**src/rtl/led_step_fader.sv**
```systemverilog
`default_nettype none
// ============================================================================
// Module   : led_step_fader
// Brief    : Multi-channel step-level PWM dimmer. The applied duty fades one
//            unit at a time and only updates the PWM output at period ends.
// Revision : 1.0 - initial release
// ============================================================================
module led_step_fader #(
    parameter int CH       = 3,
    parameter int STEPS    = 4,
    parameter int DUTY_MAX = 100,
    parameter int DUTY_W   = 7,
    parameter int PWM_DIV  = 125,
    parameter int RAMP_DIV = 1,
    parameter int FADE     = 1,
    parameter int WRAP     = 1,
    localparam int LVL_W   = $clog2(STEPS)
) (
    input  logic                  clk,
    input  logic                  reset_p,
    input  logic [CH-1:0]         step_up,
    input  logic [CH-1:0]         step_dn,
    input  logic                  clr,
    output logic [CH-1:0]         pwm,
    output logic [CH*LVL_W-1:0]   level,
    output logic [CH-1:0]         busy
);

    localparam int PRE_W = (PWM_DIV > 1) ? $clog2(PWM_DIV) : 1;
    localparam int RMP_W = (RAMP_DIV > 1) ? $clog2(RAMP_DIV) : 1;

    localparam logic [PRE_W-1:0]  c_pre_last = PRE_W'(PWM_DIV - 1);
    localparam logic [DUTY_W-1:0] c_cnt_last = DUTY_W'(DUTY_MAX - 1);
    localparam logic [RMP_W-1:0]  c_rmp_last = RMP_W'(RAMP_DIV - 1);
    localparam logic [LVL_W-1:0]  c_lvl_top  = LVL_W'(STEPS - 1);

    logic [PRE_W-1:0]  r_pre;
    logic [DUTY_W-1:0] r_pwm_cnt;
    logic [RMP_W-1:0]  r_fade_cnt;
    logic              w_tick;
    logic              w_period_end;
    logic              w_ramp_step;

    assign w_tick       = (r_pre == c_pre_last);
    assign w_period_end = w_tick && (r_pwm_cnt == c_cnt_last);
    assign w_ramp_step  = w_period_end && (r_fade_cnt == c_rmp_last);

    always_ff @(posedge clk or posedge reset_p) begin
        if (reset_p) begin
            r_pre <= '0;
        end else if (w_tick) begin
            r_pre <= '0;
        end else begin
            r_pre <= r_pre + 1'b1;
        end
    end

    // Counter shared by every channel so all PWM periods stay aligned
    always_ff @(posedge clk or posedge reset_p) begin
        if (reset_p) begin
            r_pwm_cnt <= '0;
        end else if (w_tick) begin
            if (r_pwm_cnt == c_cnt_last) begin
                r_pwm_cnt <= '0;
            end else begin
                r_pwm_cnt <= r_pwm_cnt + 1'b1;
            end
        end
    end

    always_ff @(posedge clk or posedge reset_p) begin
        if (reset_p) begin
            r_fade_cnt <= '0;
        end else if (w_period_end) begin
            if (r_fade_cnt == c_rmp_last) begin
                r_fade_cnt <= '0;
            end else begin
                r_fade_cnt <= r_fade_cnt + 1'b1;
            end
        end
    end

    for (genvar gi = 0; gi < CH; gi++) begin : g_ch
        logic [LVL_W-1:0]  r_level;
        logic [DUTY_W-1:0] w_tgt;
        logic [DUTY_W-1:0] r_cur;
        logic [DUTY_W-1:0] r_duty_lat;

        // Top level maps exactly onto DUTY_MAX; lower levels floor
        assign w_tgt = DUTY_W'((32'(r_level) * 32'(DUTY_MAX)) / 32'(STEPS - 1));

        always_ff @(posedge clk or posedge reset_p) begin
            if (reset_p) begin
                r_level <= '0;
            end else if (clr) begin
                r_level <= '0;
            end else if (step_up[gi] && step_dn[gi]) begin
                r_level <= r_level;
            end else if (step_up[gi]) begin
                if (r_level == c_lvl_top) begin
                    r_level <= (WRAP != 0) ? '0 : r_level;
                end else begin
                    r_level <= r_level + 1'b1;
                end
            end else if (step_dn[gi] && (r_level != '0)) begin
                r_level <= r_level - 1'b1;
            end
        end

        // Retargeting mid-fade continues from the present value
        always_ff @(posedge clk or posedge reset_p) begin
            if (reset_p) begin
                r_cur <= '0;
            end else if (FADE == 0) begin
                r_cur <= w_tgt;
            end else if (w_ramp_step) begin
                if (r_cur < w_tgt) begin
                    r_cur <= r_cur + 1'b1;
                end else if (r_cur > w_tgt) begin
                    r_cur <= r_cur - 1'b1;
                end
            end
        end

        always_ff @(posedge clk or posedge reset_p) begin
            if (reset_p) begin
                r_duty_lat <= '0;
            end else if (w_period_end) begin
                r_duty_lat <= r_cur;
            end
        end

        assign pwm[gi]                    = (r_pwm_cnt < r_duty_lat);
        assign busy[gi]                   = (r_cur != w_tgt);
        assign level[gi*LVL_W +: LVL_W]   = r_level;
    end

endmodule
`default_nettype wire
```
**config.mk**
```make
export PLATFORM = sky130hd
export DESIGN_NAME = led_step_fader
export DESIGN_NICKNAME = d
export VERILOG_FILES = /design/src/rtl/led_step_fader.sv
export SDC_FILE = /design/constraint.sdc
export NUM_CORES = 1
export LEC_CHECK = 0
export ABC_CLOCK_PERIOD_IN_PS = 5800
export CORE_ASPECT_RATIO = 1.25
export CORE_MARGIN = 2
export CORE_UTILIZATION = 44
export DETAILED_ROUTE_END_ITERATION = 8
export PLACE_DENSITY = 0.64
export SETUP_SLACK_MARGIN = 0.4
export SLEW_MARGIN = 10
export SYNTH_ARGS = -nofsm -noshare
export SYNTH_HDL_FRONTEND = slang
export SYNTH_SLANG_ARGS = --single-unit
```
**constraint.sdc**
```tcl
create_clock -name clk -period 5.8 [get_ports clk]
set_clock_uncertainty 0.05 [all_clocks]
set_input_delay 1.16 -clock clk [delete_from_list [all_inputs] [get_ports clk]]
set_output_delay 1.16 -clock clk [all_outputs]
set_load 0.01 [all_outputs]
```
---- After elaboration in Yosys (flattened, before gate mapping) ----
Cells that the tools add are included.
storage, ports and cells
  flip-flop bits (word level) ............. 63
  input port bits ......................... 9
  output and inout port bits .............. 12
  logic and storage cells ................. 101
cells by class
  add/subtract/negate cells ............... 15
  $mul .................................... 3
  divide/modulo/power cells ............... 3
  order comparisons ....................... 9
  equal/unequal tests ..................... 11
  mux-type cells .......................... 24
  bitwise logic cells ..................... 1
  reductions and logical operators ........ 23
operator list
  kind                                                                 count
  9-bit by 2-bit divider with 32-bit output (second input constant)    3
  7-bit 2-to-1 mux                                                     8
  7-bit < comparator                                                   6
  7-bit by 1-bit adder with 7-bit output (second input constant)       5
  2-bit 2-to-1 mux                                                     15
  7-bit greater-than comparator                                        3
  2-bit by 5-bit multiplier with 7-bit output (second input constant)  3
  7-bit inequality test                                                3
  7-bit by 1-bit subtractor with 7-bit output (second input constant)  3
  7-bit equality test (second input constant)                          2
  2-bit AND reduction                                                  6
  2-bit nonzero test                                                   6
  3-bit nonzero test                                                   3
  1-bit logical AND                                                    8
  2-bit by 1-bit adder with 2-bit output (second input constant)       3
  2-bit equality test (second input constant)                          3
  2-bit inequality test (second input constant)                        3
  2-bit by 1-bit subtractor with 2-bit output (second input constant)  3
  1-bit adder (second input constant)                                  1
  1-bit 2-to-1 mux                                                     1
  1-bit NOT                                                            1

---- Longest topological paths before layout ----
Gate-level depths: netlist of the first run.
  word-level depth ........................ 6
  depth in mapped cells ................... 23
  gate-level depth less buffers ........... 23

---- Worst setup path after synthesis of the first run ----
Ideal clock, no wire load.
  kind .................................... reg2reg
  start ................................... register g_ch[1].r_level[0]
  end ..................................... register g_ch[1].r_cur[6]
  arrival time ............................ 4583 ps
  required time ........................... 5627 ps
  setup slack ............................. 1045 ps
  stages on the path, launching flop included .. 23
  path buffers ............................ 0
  cell sequence ........................... dfrtp_1 -> inv_1 -> ha_1 -> ha_1 -> and3b_1 -> o21ai_1 -> nor2_2 -> o2111ai_1 -> inv_1 -> a32oi_1 -> a221oi_2 -> ha_1 -> a2111oi_0 -> o2bb2ai_1 -> inv_1 -> fa_1 -> a21o_1 -> a21oi_1 -> o21ai_0 -> nor2b_1 -> mux2_2 -> nand2_1 -> xnor2_1
on the way
  cells in the longest elaborated chain, start to end .. 5
  elaborated cells between the ends (all ways) .. 7
RTL lines
  what                                                                 RTL line  RTL
  start: declaration                                                   84        logic [LVL_W-1:0] r_level;
  start signal: assignment                                             98        r_level <= r_level;
  start signal: assignment                                             101       r_level <= (WRAP != 0) ? '0 : r_level;
  start signal: assignment                                             103       r_level <= r_level + 1'b1;
  2-bit by 5-bit multiplier with 7-bit output *                        90        assign w_tgt = DUTY_W'((32'(r_level) * 32'(DUTY_MAX)) / 32'(STEPS - 1));
  9-bit by 2-bit divider with 32-bit output *                          90
  7-bit < comparator or 7-bit greater-than comparator (tied branches)  117, 119
  2-bit nonzero test (no source line)                                  -
  2-bit AND reduction (no source line)                                 -
  end signal: assignment                                               115       r_cur <= w_tgt;
  end signal: assignment                                               118       r_cur <= r_cur + 1'b1;
  end signal: assignment                                               120       r_cur <= r_cur - 1'b1;
  end: declaration                                                     86        logic [DUTY_W-1:0] r_cur;
Mark *: on every way between the ends. The rest lies on a longest branch, timed or not.
A chain may end at the register's enable or synchronous reset.

---- Final worst setup path of the first run ----
  start ................................... register g_ch[1].r_level[1]
  end ..................................... output port busy[1]
on the way
  cells in the longest elaborated chain, start to end .. 3
RTL lines
  what                                         RTL line  RTL
  2-bit by 5-bit multiplier with 7-bit output  90
  9-bit by 2-bit divider with 32-bit output    90
  7-bit inequality test                        134       assign busy[gi] = (r_cur != w_tgt);
  end: declaration                             26        output logic [CH-1:0] busy
Every way passes these cells.

==> results.cfg, run 1 <==
[logic_synthesis]
async_flop_share = 1.00
postSynth.topFlopCell = sky130_fd_sc_hd__dfrtp_1
syn_area_per_cell_um2 = 8.86
yosys_warnings = 0
ys_seq_area_frac = 0.283
post_synth_main_area_contributors = sky130_fd_sc_hd__dfrtp_1 28%, sky130_fd_sc_hd__ha_1 19%, sky130_fd_sc_hd__o21ai_0 5.0%
synth_top_cell_by_area = sky130_fd_sc_hd__dfrtp_1
mappedNetlistNets = 715
synth_area_mm2 = 0.00549
synth_edf_count = 0
synth_cell_types = 68
synth.ff_latch_count = 62
top_cell_type_s_share_of_synthesized_area = 0.283
synth_cells = 619

[clocking]
cts_made_buffers = 9
clk_transition_reported_paths_ns = 0.05
clkLatencyLatePin_ns = 0.33
cts.sinks = 62
ctsLongestPathBuffers = 2
h-tree-depth = 3
tritoncts = yes
ctsHoldBuffers = 0
clock-root-buffer = sky130_fd_sc_hd__clkbuf_16

[layout]
finish.net_count = 741
filler_cell_count = 1184
antennaDiodeCount = 0
synthToLayoutAreaGrowth_pct = 13.3
layout-drive-gt1-share = 0.105
final_cells = 814
layout.cell_area.non_filler_mm2 = 0.00622

[floorplan]
floorplan.die_area_mm2 = 0.0134
start_util = 0.451
pin_count = 21
die-width_um = 104
design.core.area_mm2 = 0.0122
die_h_um = 129
num_rows = 45

[timing]
worst_slew_pin_slew_ns = 0.792
slew_headroom = 0.472
final_max_slew_viol_count = 0
post-route-period-util = 0.902
holdWs_ns = 0.436
timing_hold_violations_final = 0
setup_total_negative_slack_ns = 0
rsz0062_at_grt = false
maxClockFrequency_ghz = 0.191
min_period_ns = 5.23
report.final.setup_viol = 0

[route]
detail_route.vias_per_cell = 5.49
vias = 4471
ant_nets = 0
detail_route.wl_per_cell_um = 13.7
routed_wirelength_um = 11100
drc_errors = 0
drt_pre_antenna_iters = 4
detail_route.iter0.violations = 108

[pwr]
total_power_mw = 2.09
peakVddDrop_mv = 0.160
power-per-cell-area_mw_per_mm2 = 336
static-leakage-power_nw = 2.82

[place]
place_congestion = 0.866
detailed_place.area_mm2 = 0.00582
dpl.hpwl_um = 8340
io_buffer_count = 20
placed_cells_incl_taps = 791

[global_routing]
grt_first_pass_wirelength_um = 19100
grt.overflow.total = 0
initial_antenna_violation_count = 0
combined_global_route_utilization_of_all_metal_layers = 0.173
grt_start_max_net_pins = 63
grt_pass1_vias = 4308

[flow_run]
cap_violations = 0

[critical_path]
crit_fanout = 8
timing_worst_setup_path_type = reg2out
setup.worst_path.start_class = flip-flop
cp.required_ns = 4.59
timing.critical_path.to_type = output port
worst-endpoint-arrival_ns = 4.02

[outcome]
outcome = completed

[min_path]
class_of_the_worst_hold_path = reg2reg
layout by cell type (no fill, tap or decap), types with 4 or more instances in the layout:
cell type                         netlist  final
sky130_fd_sc_hd__o2bb2ai_1              4      4
sky130_fd_sc_hd__o21ai_0               55     55
sky130_fd_sc_hd__xor2_1                15     15
sky130_fd_sc_hd__xnor2_1               17     17
sky130_fd_sc_hd__nand4_1                6      6
sky130_fd_sc_hd__a21o_1                16     16
sky130_fd_sc_hd__nor2_1                40     40
sky130_fd_sc_hd__nor2b_1               14     13
sky130_fd_sc_hd__a21oi_1               35     35
sky130_fd_sc_hd__dfrtp_1               62     59
sky130_fd_sc_hd__clkdlybuf4s50_1        0     20
sky130_fd_sc_hd__mux2_2                 9      9
sky130_fd_sc_hd__a221oi_1               4      4
sky130_fd_sc_hd__inv_1                 49     47
sky130_fd_sc_hd__nand3_1               15     15
sky130_fd_sc_hd__clkbuf_16              0      9
sky130_fd_sc_hd__buf_4                  0     10
sky130_fd_sc_hd__o21bai_1               9      9
sky130_fd_sc_hd__nor3_1                 8      8
sky130_fd_sc_hd__o21a_1                 5      5
sky130_fd_sc_hd__mux2i_1                6      6
sky130_fd_sc_hd__and3_1                 4      4
sky130_fd_sc_hd__nand2_1               60     60
sky130_fd_sc_hd__ha_1                  84     81
sky130_fd_sc_hd__nand2b_1              10     10
sky130_fd_sc_hd__and2_1                 7      7
layer usage:
metal  track usage  vias to the layer above  share of wire
li1              -                     2248              -
met1         0.209                     2138           0.45
met2         0.308                       68           0.51
met3        0.0274                       17          0.024
met4        0.0700                        0          0.019
met5             0                        -              0
final timing paths:
kind                                                      from                             end  slack (ns)  depth (start not counted)
worst max-delay path            g_ch[1].r_level[1]$_DFFE_PP0P_                         busy[1]        0.57                         13
worst min-delay path                        r_pre[6]$_DFF_PP0_              r_pre[6]$_DFF_PP0_        0.44                          1
worst max register to register  g_ch[1].r_level[1]$_DFFE_PP0P_    g_ch[1].r_cur[6]$_DFFE_PP0P_        0.76                         21
worst min register to register              r_pre[6]$_DFF_PP0_              r_pre[6]$_DFF_PP0_        0.44                          1
max in group asynchronous                              reset_p  g_ch[2].r_level[0]$_DFFE_PP0P_        3.79                          3
min in group asynchronous                              reset_p  g_ch[1].r_level[0]$_DFFE_PP0P_        1.36                          3
critical path, cell delays in order, from the launching register on:
cell and delay (ns):
sky130_fd_sc_hd__dfrtp_2 0.45, sky130_fd_sc_hd__inv_1 0.12, sky130_fd_sc_hd__ha_1 0.40, sky130_fd_sc_hd__o21bai_1 0.15, sky130_fd_sc_hd__a2111oi_4 0.44, sky130_fd_sc_hd__nor2_2 0.12
sky130_fd_sc_hd__mux2i_1 0.19, sky130_fd_sc_hd__mux2i_1 0.27, sky130_fd_sc_hd__a32oi_1 0.16, sky130_fd_sc_hd__a221oi_2 0.25, sky130_fd_sc_hd__ha_1 0.28, sky130_fd_sc_hd__and4_1 0.18
sky130_fd_sc_hd__nand4_1 0.12, sky130_fd_sc_hd__clkdlybuf4s50_1 0.55
registers in the layout, summed over array words and instances (netlist names):
name	cells
r_pre	7
r_pwm_cnt	7
g_ch.r_cur	21
g_ch.r_level	6
g_ch.r_duty_lat	21
power breakdown:
part | internal, mW | switching [mW]
Sequential | 0.446 | 0.0297
Clock | 0.342 | 0.188
Combinational | 0.483 | 0.600
Total | 1.27 | 0.818
kinds of logic after synthesis:
family / count (synthesis) / synth area share
simple gates: 183 / 0.164
compound gates: 173 / 0.214
fa+ha+maj: 87 / 0.203
buf+inv: 65 / 0.0506
flops: 62 / 0.283
xor+xnor: 32 / 0.0511
mux: 17 / 0.0342
timing repair:
action,in CTS,in global routing
setup buffers,0,7
endpoints found under the hold margin,0,0
setup endpoints to repair,2,8
resized for setup,2,11
pin swaps,0,1
layout make-up:
type / count / area (um^2) / area share
Clock buffer: 10 / 239 / 0.0384
Tap cell: 164 / 205 / 0.0330
Timing Repair Buffer: 30 / 275 / 0.0443
Inverter: 50 / 188 / 0.0302
Clock inverter: 6 / 61.3 / 0.00986
Multi-Input combinational cell: 492 / 3690 / 0.594
Sequential cell: 62 / 1560 / 0.250
cell usage after synthesis, types with 10 or more instances:
cell	instances
sky130_fd_sc_hd__xnor2_1	17
sky130_fd_sc_hd__nand2_1	60
sky130_fd_sc_hd__a21oi_1	35
sky130_fd_sc_hd__o21ai_0	55
sky130_fd_sc_hd__xor2_1	15
sky130_fd_sc_hd__dfrtp_1	62
sky130_fd_sc_hd__nor2b_1	14
sky130_fd_sc_hd__inv_1	49
sky130_fd_sc_hd__ha_1	84
sky130_fd_sc_hd__a21o_1	16
sky130_fd_sc_hd__nor2_1	40
sky130_fd_sc_hd__nand3_1	15
sky130_fd_sc_hd__nand2b_1	10
metrics by stage:
| step | utilization | setup slack, ns |
|---|---|---|
| 2_1_floorplan | - | 1.04 |
| 3_3_place_gp | 0.479 | 0.669 |
| 3_5_place_dp | 0.479 | 0.371 |
| 4_1_cts | 0.504 | 0.405 |
| 5_1_grt | 0.511 | 0.376 |
| 6_report | 0.511 | 0.570 |
(Power assumes the default switching activity.)
==> run 2: changes to the inputs <==
- ABC_CLOCK_PERIOD_IN_PS: 5800 -> 5700
- clock period: 5.8 -> 5.7 ns (I/O delays scaled with it)
==> results.cfg, run 2 (same netlist as run 1, synthesis figures left out) <==
[critical_path]
cpMaxStageDelayCell = sky130_fd_sc_hd__dfrtp_1
worst-endpoint-arrival_ns = 3.88
timing_worst_setup_path_type = reg2out
crit_chain = inv_1 > ha_1 > or2_2 > mux2_2 > o32a_1 > nor2b_1 > o21a_1 > and3_1 > ha_1 > nand4_1 > or2_2 > clkdlybuf4s50_1
critPathTopFamily = simple AND/OR/NAND/NOR gates
cp.required_ns = 4.51
timing.critical_path.to_type = output port
crit_fanout = 10
cp.buffers_inverters = 2
setup.worst_path.start_class = flip-flop
max_stage_delay_ns = 0.52

[layout]
layout_common_cells = 77 x sky130_fd_sc_hd__ha_1, 60 x sky130_fd_sc_hd__nand2_1, 57 x sky130_fd_sc_hd__dfrtp_1
synthToLayoutAreaGrowth_pct = 13.4
register_area_mm2 = 0.00156
final_cells = 812
utilization = 0.512
filler_cell_count = 1150
layout.cell_area.non_filler_mm2 = 0.00622
layout-drive-gt1-share = 0.113
most_common_library_cell_in_the_layout_ignoring_fill_and_taps = sky130_fd_sc_hd__ha_1
multi_input_comb_area_mm2 = 0.00372
finish.net_count = 739
antennaDiodeCount = 0
reg_top3 = g_ch.r_cur: 21 flops, g_ch.r_duty_lat: 21 flops

[timing]
rsz0062_at_grt = false
final.setup.worst_slack_ns = 0.632
slew_headroom = 0.496
min_period_ns = 5.07
post-route-period-util = 0.889
maxClockFrequency_ghz = 0.197
worst_slew_pin_slew_ns = 0.752
timing_hold_violations_final = 0
report.final.setup_viol = 0
final_max_slew_viol_count = 0
setup_total_negative_slack_ns = 0

[route]
detail_route.wl_per_cell_um = 13.8
detail_route.vias_per_cell = 5.43
vias = 4408
ant_nets = 0
routed_wirelength_um = 11200
drt_pre_antenna_iters = 4
detail_route.iter0.violations = 174
drc_errors = 0

[pwr]
static-leakage-power_nw = 2.80
internal-power_mw = 1.28
switching_power_mw = 0.836
sw_frac_of_total = 0.395
power.combinational.fraction = 0.527
clockPowerShare = 0.244
share_seq_of_total_power = 0.229
peakVddDrop_mv = 0.220
power-per-cell-area_mw_per_mm2 = 340

[outcome]
outcome = completed

[clocking]
cts.sinks = 62
ctsLongestPathBuffers = 2
ctsHoldBuffers = 0
h-tree-depth = 3
clock-root-buffer = sky130_fd_sc_hd__clkbuf_16
cts_made_buffers = 9
clkLatencyLatePin_ns = 0.34
clk_transition_reported_paths_ns = 0.05
tritoncts = yes

[global_routing]
grt_start_max_net_pins = 56
grt_pass1_vias = 4217
grt_first_pass_wirelength_um = 19200
initial_antenna_violation_count = 0
combined_global_route_utilization_of_all_metal_layers = 0.174
grt.overflow.total = 0

[place]
io_buffer_count = 20
dpl.hpwl_um = 8380
placed_cells_incl_taps = 791
place_congestion = 0.851
detailed_place.area_mm2 = 0.00582
place_worst_setup_slack_ns = 0.171

[floorplan]
design.core.area_mm2 = 0.0122
die-width_um = 104
pin_count = 21
floorplan.die_area_mm2 = 0.0134
num_rows = 45
die_h_um = 129
start_util = 0.451

[flow_run]
cap_violations = 0

[min_path]
class_of_the_worst_hold_path = reg2reg
-- run 2: cell types whose count changed in the layout (fill, tap and decap cells not counted), moves of 2 or more --
| cell | delta |
|---|---|
| sky130_fd_sc_hd__clkbuf_8 | +2 |
| sky130_fd_sc_hd__dfrtp_2 | +2 |
| sky130_fd_sc_hd__ha_2 | +3 |
| sky130_fd_sc_hd__ha_1 | -4 |
| sky130_fd_sc_hd__buf_4 | -2 |
| sky130_fd_sc_hd__dfrtp_1 | -2 |
-- run 2: through the flow --
stage          hold WS, ns  total power [mW]
2_1_floorplan        0.399              1.33
3_3_place_gp         0.417              1.52
3_5_place_dp         0.434              1.55
4_1_cts              0.442              2.09
5_1_grt              0.484              2.28
6_report             0.438              2.12
-- run 2: layout make-up --
class                      instances  area share
tap                              164      0.0330
clock buffer                      13      0.0434
multi-input combinational        492       0.598
inverter                          50      0.0306
sequential                        62       0.250
clock inverter                     3     0.00282
timing repair buffer              28      0.0422
-- run 2: metal layers --
layer	wire length, um	up-vias	GRT usage	share of wire
met5	0	-	0	0
met4	223	0	0.0795	0.020
met3	291	15	0.0243	0.026
met2	5690	66	0.304	0.51
met1	5000	2087	0.213	0.45
li1	-	2240	-	-
-- run 2: power by group through the flow --
stage	Clock (mW)	Sequential [mW]	Combinational, mW
after floorplan	0	0.490	0.838
after global placement	0	0.490	1.03
after detailed placement	0	0.492	1.06
after CTS	0.529	0.487	1.08
after global routing	0.550	0.489	1.24
final	0.517	0.486	1.12
-- run 2: final timing paths --
kind                                                 from                              to  slack (ns)  cells past startpoint
min in group asynchronous                         reset_p  g_ch[1].r_level[1]$_DFFE_PP0P_        0.98                      2
min reg2reg                            r_pre[6]$_DFF_PP0_              r_pre[6]$_DFF_PP0_        0.44                      1
max reg2reg                g_ch[1].r_level[1]$_DFFE_PP0P_    g_ch[1].r_cur[6]$_DFFE_PP0P_        0.63                     22
max in group asynchronous                         reset_p  g_ch[0].r_level[1]$_DFFE_PP0P_        3.66                      3
max                        g_ch[2].r_level[1]$_DFFE_PP0P_                         busy[2]        0.63                     12
min                                    r_pre[6]$_DFF_PP0_              r_pre[6]$_DFF_PP0_        0.44                      1
-- run 2: what timing repair did --
item,4_1_cts,5_1_grt
resized for setup,9,15
gates cloned,0,0
setup buffers,2,3
pin swaps,2,1
setup endpoints to repair,2,10
endpoints found under the hold margin,0,0
-- run 2: worst reg2reg max path, delay by kind of cell (launching register included) --
kind / cells / cell delay (ns)
xor gates and xnor gates: 1 / 0.14
muxes: 3 / 0.55
and+or+nand+nor: 4 / 0.62
DFF: 1 / 0.45
AOI/OAI and AO/OA: 8 / 1.64
buffers and inverters: 2 / 0.33
adders and majority gates: 4 / 1.19
==> run 3: changes to the inputs <==
- SKIP_LAST_GASP: not set -> 1
==> results of run 3 <==
Final layout, timing and power as in run 2 (identical DEF).
